$ cat src/rtl/sequence_gen_if.sv
// Control/data bundle for the serial pattern transmitter: request side
// (start/abort/pattern fields) and serial/handshake outputs.
interface sequence_gen_if #(
  parameter int PAT_W = 8,
  parameter int LEN_W = 4,
  parameter int CNT_W = 4
);
  logic             start;
  logic             abort;
  logic [PAT_W-1:0] pattern;
  logic [LEN_W-1:0] pat_len;
  logic [CNT_W-1:0] repeat_cnt;
  logic             data_out;
  logic             data_valid;
  logic             busy;
  logic             done;

  modport master (
    output start, abort, pattern, pat_len, repeat_cnt,
    input  data_out, data_valid, busy, done
  );

  modport slave (
    input  start, abort, pattern, pat_len, repeat_cnt,
    output data_out, data_valid, busy, done
  );
endinterface

$ cat src/rtl/sequence_gen.sv
// Serial pattern transmitter: shifts a captured pattern out MSB-first of its
// active field, repeated back-to-back, with start/busy/done and abort.
module sequence_gen #(
  parameter int PAT_W = 8,
  parameter int LEN_W = 4,
  parameter int CNT_W = 4
) (
  input  logic       clock,
  input  logic       resetn,
  sequence_gen_if.slave bus
);

  typedef enum logic [1:0] {
    ST_IDLE  = 2'd0,
    ST_SHIFT = 2'd1,
    ST_DONE  = 2'd2
  } state_t;

  state_t           r_state, w_nstate;
  logic [PAT_W-1:0] r_pat,   w_npat;
  logic [LEN_W-1:0] r_len,   w_nlen;
  logic [LEN_W-1:0] r_bit,   w_nbit;
  logic [CNT_W-1:0] r_rep,   w_nrep;
  logic             r_data,  w_ndata;
  logic             r_valid, w_nvalid;
  logic             r_busy,  w_nbusy;
  logic             r_done,  w_ndone;

  logic [LEN_W-1:0] w_eff_len, w_eff_len_m1;
  logic [CNT_W-1:0] w_eff_rep_m1;
  logic             w_start_bit, w_next_bit, w_reload_bit;

  // Oversize and zero lengths clamp to the full width; zero repeats means one.
  assign w_eff_len    = ((bus.pat_len == '0) || (bus.pat_len > LEN_W'(PAT_W)))
                        ? LEN_W'(PAT_W) : bus.pat_len;
  assign w_eff_len_m1 = w_eff_len - LEN_W'(1);
  assign w_eff_rep_m1 = (bus.repeat_cnt == '0) ? '0 : bus.repeat_cnt - CNT_W'(1);

  // Bit selects done as mask-and-reduce so every pattern bit is consumed.
  assign w_start_bit  = |(bus.pattern & (PAT_W'(1) << w_eff_len_m1));
  assign w_next_bit   = |(r_pat & (PAT_W'(1) << (r_bit - LEN_W'(1))));
  assign w_reload_bit = |(r_pat & (PAT_W'(1) << (r_len - LEN_W'(1))));

  always_ff @(posedge clock or negedge resetn) begin
    if (!resetn) begin
      r_state <= ST_IDLE;
      r_pat   <= '0;
      r_len   <= '0;
      r_bit   <= '0;
      r_rep   <= '0;
      r_data  <= 1'b0;
      r_valid <= 1'b0;
      r_busy  <= 1'b0;
      r_done  <= 1'b0;
    end else begin
      r_state <= w_nstate;
      r_pat   <= w_npat;
      r_len   <= w_nlen;
      r_bit   <= w_nbit;
      r_rep   <= w_nrep;
      r_data  <= w_ndata;
      r_valid <= w_nvalid;
      r_busy  <= w_nbusy;
      r_done  <= w_ndone;
    end
  end

  always_comb begin
    w_nstate = r_state;
    w_npat   = r_pat;
    w_nlen   = r_len;
    w_nbit   = r_bit;
    w_nrep   = r_rep;
    w_ndata  = r_data;
    w_nvalid = r_valid;
    w_nbusy  = r_busy;
    w_ndone  = r_done;

    unique case (r_state)
      ST_IDLE: begin
        w_ndata  = 1'b0;
        w_nvalid = 1'b0;
        w_nbusy  = 1'b0;
        w_ndone  = 1'b0;
        if (bus.start && !bus.abort) begin
          w_npat   = bus.pattern;
          w_nlen   = w_eff_len;
          w_nbit   = w_eff_len_m1;
          w_nrep   = w_eff_rep_m1;
          w_ndata  = w_start_bit;
          w_nvalid = 1'b1;
          w_nbusy  = 1'b1;
          w_nstate = ST_SHIFT;
        end
      end

      ST_SHIFT: begin
        if (bus.abort) begin
          w_nstate = ST_IDLE;
          w_ndata  = 1'b0;
          w_nvalid = 1'b0;
          w_nbusy  = 1'b0;
          w_ndone  = 1'b0;
        end else if (r_bit != '0) begin
          w_nbit  = r_bit - LEN_W'(1);
          w_ndata = w_next_bit;
        end else if (r_rep != '0) begin
          // Reload without a bubble so repetitions stay contiguous.
          w_nbit  = r_len - LEN_W'(1);
          w_nrep  = r_rep - CNT_W'(1);
          w_ndata = w_reload_bit;
        end else begin
          w_nstate = ST_DONE;
          w_ndata  = 1'b0;
          w_nvalid = 1'b0;
          w_ndone  = 1'b1;
        end
      end

      ST_DONE: begin
        w_nstate = ST_IDLE;
        w_ndata  = 1'b0;
        w_nvalid = 1'b0;
        w_nbusy  = 1'b0;
        w_ndone  = 1'b0;
      end

      default: begin
        w_nstate = ST_IDLE;
        w_ndata  = 1'b0;
        w_nvalid = 1'b0;
        w_nbusy  = 1'b0;
        w_ndone  = 1'b0;
      end
    endcase
  end

  assign bus.data_out   = r_data;
  assign bus.data_valid = r_valid;
  assign bus.busy       = r_busy;
  assign bus.done       = r_done;

endmodule

$ cat src/flat_wrapper.sv
// flat-port wrapper written by rule: the top's interface ports become plain ports
module sequence_gen_flat 
#(
  parameter int PAT_W = 8,
  parameter int LEN_W = 4,
  parameter int CNT_W = 4
)
  (clock, resetn, bus_start, bus_abort, bus_pattern, bus_pat_len, bus_repeat_cnt, bus_data_out, bus_data_valid, bus_busy, bus_done);
  sequence_gen_if #(.PAT_W(PAT_W), .LEN_W(LEN_W), .CNT_W(CNT_W)) bus_i ();
  input  logic clock;
  input  logic resetn;
  input wire logic [$bits(bus_i.start)-1:0] bus_start;
  input wire logic [$bits(bus_i.abort)-1:0] bus_abort;
  input wire logic [$bits(bus_i.pattern)-1:0] bus_pattern;
  input wire logic [$bits(bus_i.pat_len)-1:0] bus_pat_len;
  input wire logic [$bits(bus_i.repeat_cnt)-1:0] bus_repeat_cnt;
  output wire logic [$bits(bus_i.data_out)-1:0] bus_data_out;
  output wire logic [$bits(bus_i.data_valid)-1:0] bus_data_valid;
  output wire logic [$bits(bus_i.busy)-1:0] bus_busy;
  output wire logic [$bits(bus_i.done)-1:0] bus_done;
  assign bus_i.start = bus_start;
  assign bus_i.abort = bus_abort;
  assign bus_i.pattern = bus_pattern;
  assign bus_i.pat_len = bus_pat_len;
  assign bus_i.repeat_cnt = bus_repeat_cnt;
  assign bus_data_out = bus_i.data_out;
  assign bus_data_valid = bus_i.data_valid;
  assign bus_busy = bus_i.busy;
  assign bus_done = bus_i.done;
  sequence_gen #(.PAT_W(PAT_W), .LEN_W(LEN_W), .CNT_W(CNT_W)) u_core (.clock(clock), .resetn(resetn), .bus(bus_i));
endmodule
$ cat config.mk
export PLATFORM = sky130hd
export DESIGN_NAME = sequence_gen_flat
export DESIGN_NICKNAME = d
export VERILOG_FILES = /design/src/rtl/sequence_gen_if.sv /design/src/rtl/sequence_gen.sv /design/src/flat_wrapper.sv
export SDC_FILE = /design/constraint.sdc
export NUM_CORES = 1
export LEC_CHECK = 0
export ABC_CLOCK_PERIOD_IN_PS = 2700
export CAP_MARGIN = 20
export CELL_PAD_IN_SITES_DETAIL_PLACEMENT = 1
export CELL_PAD_IN_SITES_GLOBAL_PLACEMENT = 2
export CORE_UTILIZATION = 40
export CTS_BUF_LIST = sky130_fd_sc_hd__clkbuf_8
export CTS_CLUSTER_SIZE = 8
export DETAILED_ROUTE_END_ITERATION = 7
export DONT_BUFFER_PORTS = 1
export MAX_ROUTING_LAYER = met4
export PLACE_DENSITY = 0.86
export SKIP_LAST_GASP = 1
export SLEW_MARGIN = 40
export SYNTH_ARGS = -nofsm -noshare
export SYNTH_HDL_FRONTEND = slang
export SYNTH_SLANG_ARGS = --single-unit
$ cat constraint.sdc
create_clock -name clock -period 2.7 [get_ports clock]
set_clock_uncertainty 0.2 [all_clocks]
set_input_delay 0.27 -clock clock [delete_from_list [all_inputs] [get_ports clock]]
set_output_delay 0.27 -clock clock [all_outputs]
set_load 0.02 [all_outputs]
==> qor.csv <==
stage,metric,value,unit
run_status,status,finished clean,
logic_synthesis,synth_edf_count,0,
global_route,grt_pass1_vias,1546,
logic_synthesis,yosysWarnings,0,
placed_design,dp_cells,228,
logic_synthesis,ys_top_cells_by_area,"dfrtp_1 38%, ha_1 12%, nand2_1 6.3%, a22oi_1 3.0%, a22o_1 2.5%",
clock_network,cts_buffers,3,
global_route,overflow,0,
logic_synthesis,synth-compound-area-share,20.4,%
detailed_routing,drc,0,
logic_synthesis,synth_nets,217,
logic_synthesis,synthMuxAreaShare,4.48,%
detailed_routing,dr_total_vias,1447,
floorplanning,design.core.area,4090,um2
floorplanning,initial_utilization,42.4,%
layout,nets,230,
global_route,grt_max_degree,27,
clock_network,postCtsSetupBuffers,0,
floorplanning,io_pins,24,
floorplanning,row_count,23,
detailed_routing,routedWlPerCell,19.0,um
layout,n_antenna_cell,0,
clock_network,cts.sinks,26,
worst_setup_path,crit_type,reg -> reg,
placed_design,gp_congestion,0.813,
global_route,grt_pass1_wl,7340,um
placed_design,place_ws,0.381,ns
layout,area_growth,12.0,%
logic_synthesis,syn_avg_cell_area,9.57,um2
power,p_sw_share,39.1,%
layout,multiInputGateArea,1020,um2
timing,slew_violations,0,
timing,hold_viol,0,
worst_setup_path,r2r_end,u_core.r_rep[1],
layout,layout_common_cells,"29 x nand2_1, 26 x dfrtp_1, 16 x ha_1",
global_route,antenna_found_initial,0,
power,intPower,796,uW
floorplanning,fp.dieH,67.8,um
clock_network,cts_resized,0,
logic_synthesis,synth_xor_area_share,2.02,%
hold_path,hold_end,u_core.r_len[1],
logic_synthesis,synth_top_family_by_area,compound AO/OA/AOI/OAI gates,
power,p_leak,0.000866,uW
floorplanning,die-area,4600,um2
hold_path,whs_path_depth,3,
global_route,grt_usage,22.8,%
worst_setup_path,critical_path_arrival,2.32,ns
clock_network,cts_tree,yes,
timing,max_slew_margin,68.1,%
worst_setup_path,end_kind,flip-flop,
worst_setup_path,worstSetupStartpointType,flip-flop,
detailed_routing,drt-vias-per-instance,5.98,
layout,num-fill-cells,474,
clock_network,cts-root-buf,clkbuf_8,
timing,max_clock_freq,423,MHz
power,p_sw,511,uW
logic_synthesis,synthFlopType,dfrtp_1,
power,irDropWorstVdd,286,uV
layout,final_common_cell,nand2_1,
detailed_routing,ant_nets,0,
hold_path,hp-class,in -> reg,
timing,period_minus_slack,2.36,ns
clock_network,clk_pin_slew,0.09,ns
power,power_frac_seq,44.3,%
logic_synthesis,ys_types,52,
detailed_routing,wl,4600,um
layout,drive_gt1_share,8.33,%
worst_setup_path,rr_worst_depth,6,
logic_synthesis,yosys.area.top_type_share,37.6,%
timing,worstMarginPinSlew,0.479,ns
logic_synthesis,synth-seq-cells,26,
timing,setup_viol,0,
logic_synthesis,yosys.area.top_type,dfrtp_1,
placed_design,hpwl,3510,um
worst_setup_path,timing.rr.start,u_core.r_bit[0],
logic_synthesis,async_flop_share,100,%
detailed_routing,drt-initial-drc-count,63,
logic_synthesis,syn_inst,181,
power,p_per_area,674,nW/um2
clock_network,cts_buffer_depth,2,
timing,timing.final.crit_share,87.5,%
worst_setup_path,rrSetupSlack,0.34,ns
layout,stdcell_count,242,
timing,fin_setup_tns,0,ns
power,power.total,1310,uW
layout,final-seq-area,651,um2
job,cap_violations,0,
detailed_routing,firstDrtPassIters,4,
placed_design,port_buffers,0,
clock_network,h-tree-depth,1,
logic_synthesis,netlist_area,1730,um2
clock_network,insertion_delay,0.27,ns
logic_synthesis,seq_area_frac_synth,37.6,%
logic_synthesis,synthAdderAreaFrac,11.6,%
logic_synthesis,synth-simple-area-share,20.4,%
power,pwr-share-comb,38.8,%
hold_path,hp-start,bus_pat_len[3],
floorplanning,dieWidth,67.8,um
worst_setup_path,required,2.65,ns
worst_setup_path,crit_path_max_fanout,9,
power,pwr-share-clk,16.9,%
timing,setup_ws,0.337,ns
timing,rsz0062_at_grt,no,
[cell type report]
| cell class | instances | share of cell area [%] |
|---|---|---|
| Tap cell | 50 | 3.23 |
| Timing Repair Buffer | 12 | 6.58 |
| Multi-Input combinational cell | 141 | 52.6 |
| Sequential cell | 26 | 33.5 |
| Inverter | 10 | 1.94 |
| Clock buffer | 3 | 2.13 |
[per-stage QoR]
| step | cell area [um2] | utilization [%] | hold slack, ns |
|---|---|---|---|
| 6_report | 1940 | 47.5 | 0.0291 |
| 5_1_grt | 1940 | 47.5 | 0.0254 |
| 4_1_cts | 1940 | 47.5 | 0.0193 |
| 3_5_place_dp | 1780 | 43.5 | -0.225 |
| 3_3_place_gp | 1780 | 43.5 | -0.225 |
| 2_1_floorplan | 1730 | - | -0.226 |
[flip-flops by register name (all words and copies together) (netlist names), 2 cells and up]
name and flops:
u_core.r_len 4, u_core.r_bit 4, u_core.r_pat 8, u_core.r_state 2, u_core.r_rep 4
[power by group through the flow]
stage / Combinational [uW] / Sequential, uW / Clock, uW
CTS: 506 / 576 / 230
detailed placement: 481 / 582 / 0
floorplan: 375 / 553 / 0
global route: 559 / 592 / 241
finish: 507 / 579 / 221
global placement: 457 / 576 / 0
[cells in the mapped netlist, drive strengths merged, types with 2 or more instances]
cell     count
a22oi        7
mux2i        4
a31oi        3
buf          2
nand3        4
inv         10
o2111ai      2
a21oi        4
nand2       30
a221oi       2
a22o         5
o2bb2ai      2
clkbuf       2
nand2b       2
nor3         5
nor3b        2
or3b         2
dfrtp       26
nor2         9
o31a         3
xnor2        3
nor2b        3
o211ai       3
a211o        2
ha          16
mux2         3
and2         2
o21ai        9
[critical path: stages (launching register included)]
cell     delay (ns)
dfrtp_1        0.48
inv_1          0.15
ha_1           0.29
or3b_1         0.51
o21ai_4        0.20
nand2_2        0.10
mux2_4         0.31
[worst max path at each step]
stage               startpoint              end  slack, ns  depth (start not counted)
3_3_place_gp   u_core.r_bit[0]  u_core.r_rep[1]       0.47                          6
5_1_grt        u_core.r_bit[0]  u_core.r_rep[1]       0.21                          6
3_5_place_dp   u_core.r_bit[0]  u_core.r_rep[1]       0.38                          6
2_1_floorplan  u_core.r_bit[0]  u_core.r_rep[1]       0.58                          7
6_report       u_core.r_bit[0]  u_core.r_rep[1]       0.34                          6
4_1_cts        u_core.r_bit[0]  u_core.r_rep[1]       0.36                          6
[layer usage]
| layer | wire length (um) | up-vias | global-route usage [%] | part of all wire, % |
|---|---|---|---|---|
| met5 | 0 | - | - | 0 |
| met4 | 51 | 0 | 6.77 | 1.1 |
| met3 | 181 | 6 | 4.56 | 3.9 |
| met2 | 2330 | 27 | 36.3 | 51 |
| met1 | 2040 | 739 | 29.0 | 44 |
| li1 | - | 675 | - | - |
[repair_timing]
action / in CTS / in global routing
endpoints found under the hold margin: 35 / 0
setup endpoints to repair: 0 / 0
hold buffers: 11 / 0
[kinds of logic after synthesis]
| family | count (synthesis) |
|---|---|
| xor+xnor | 4 |
| simple gates | 67 |
| mux | 7 |
| buf+inv | 14 |
| flops | 26 |
| fa+ha+maj | 16 |
| compound gates | 47 |
Note: power is estimated with default switching activity, not from simulation.
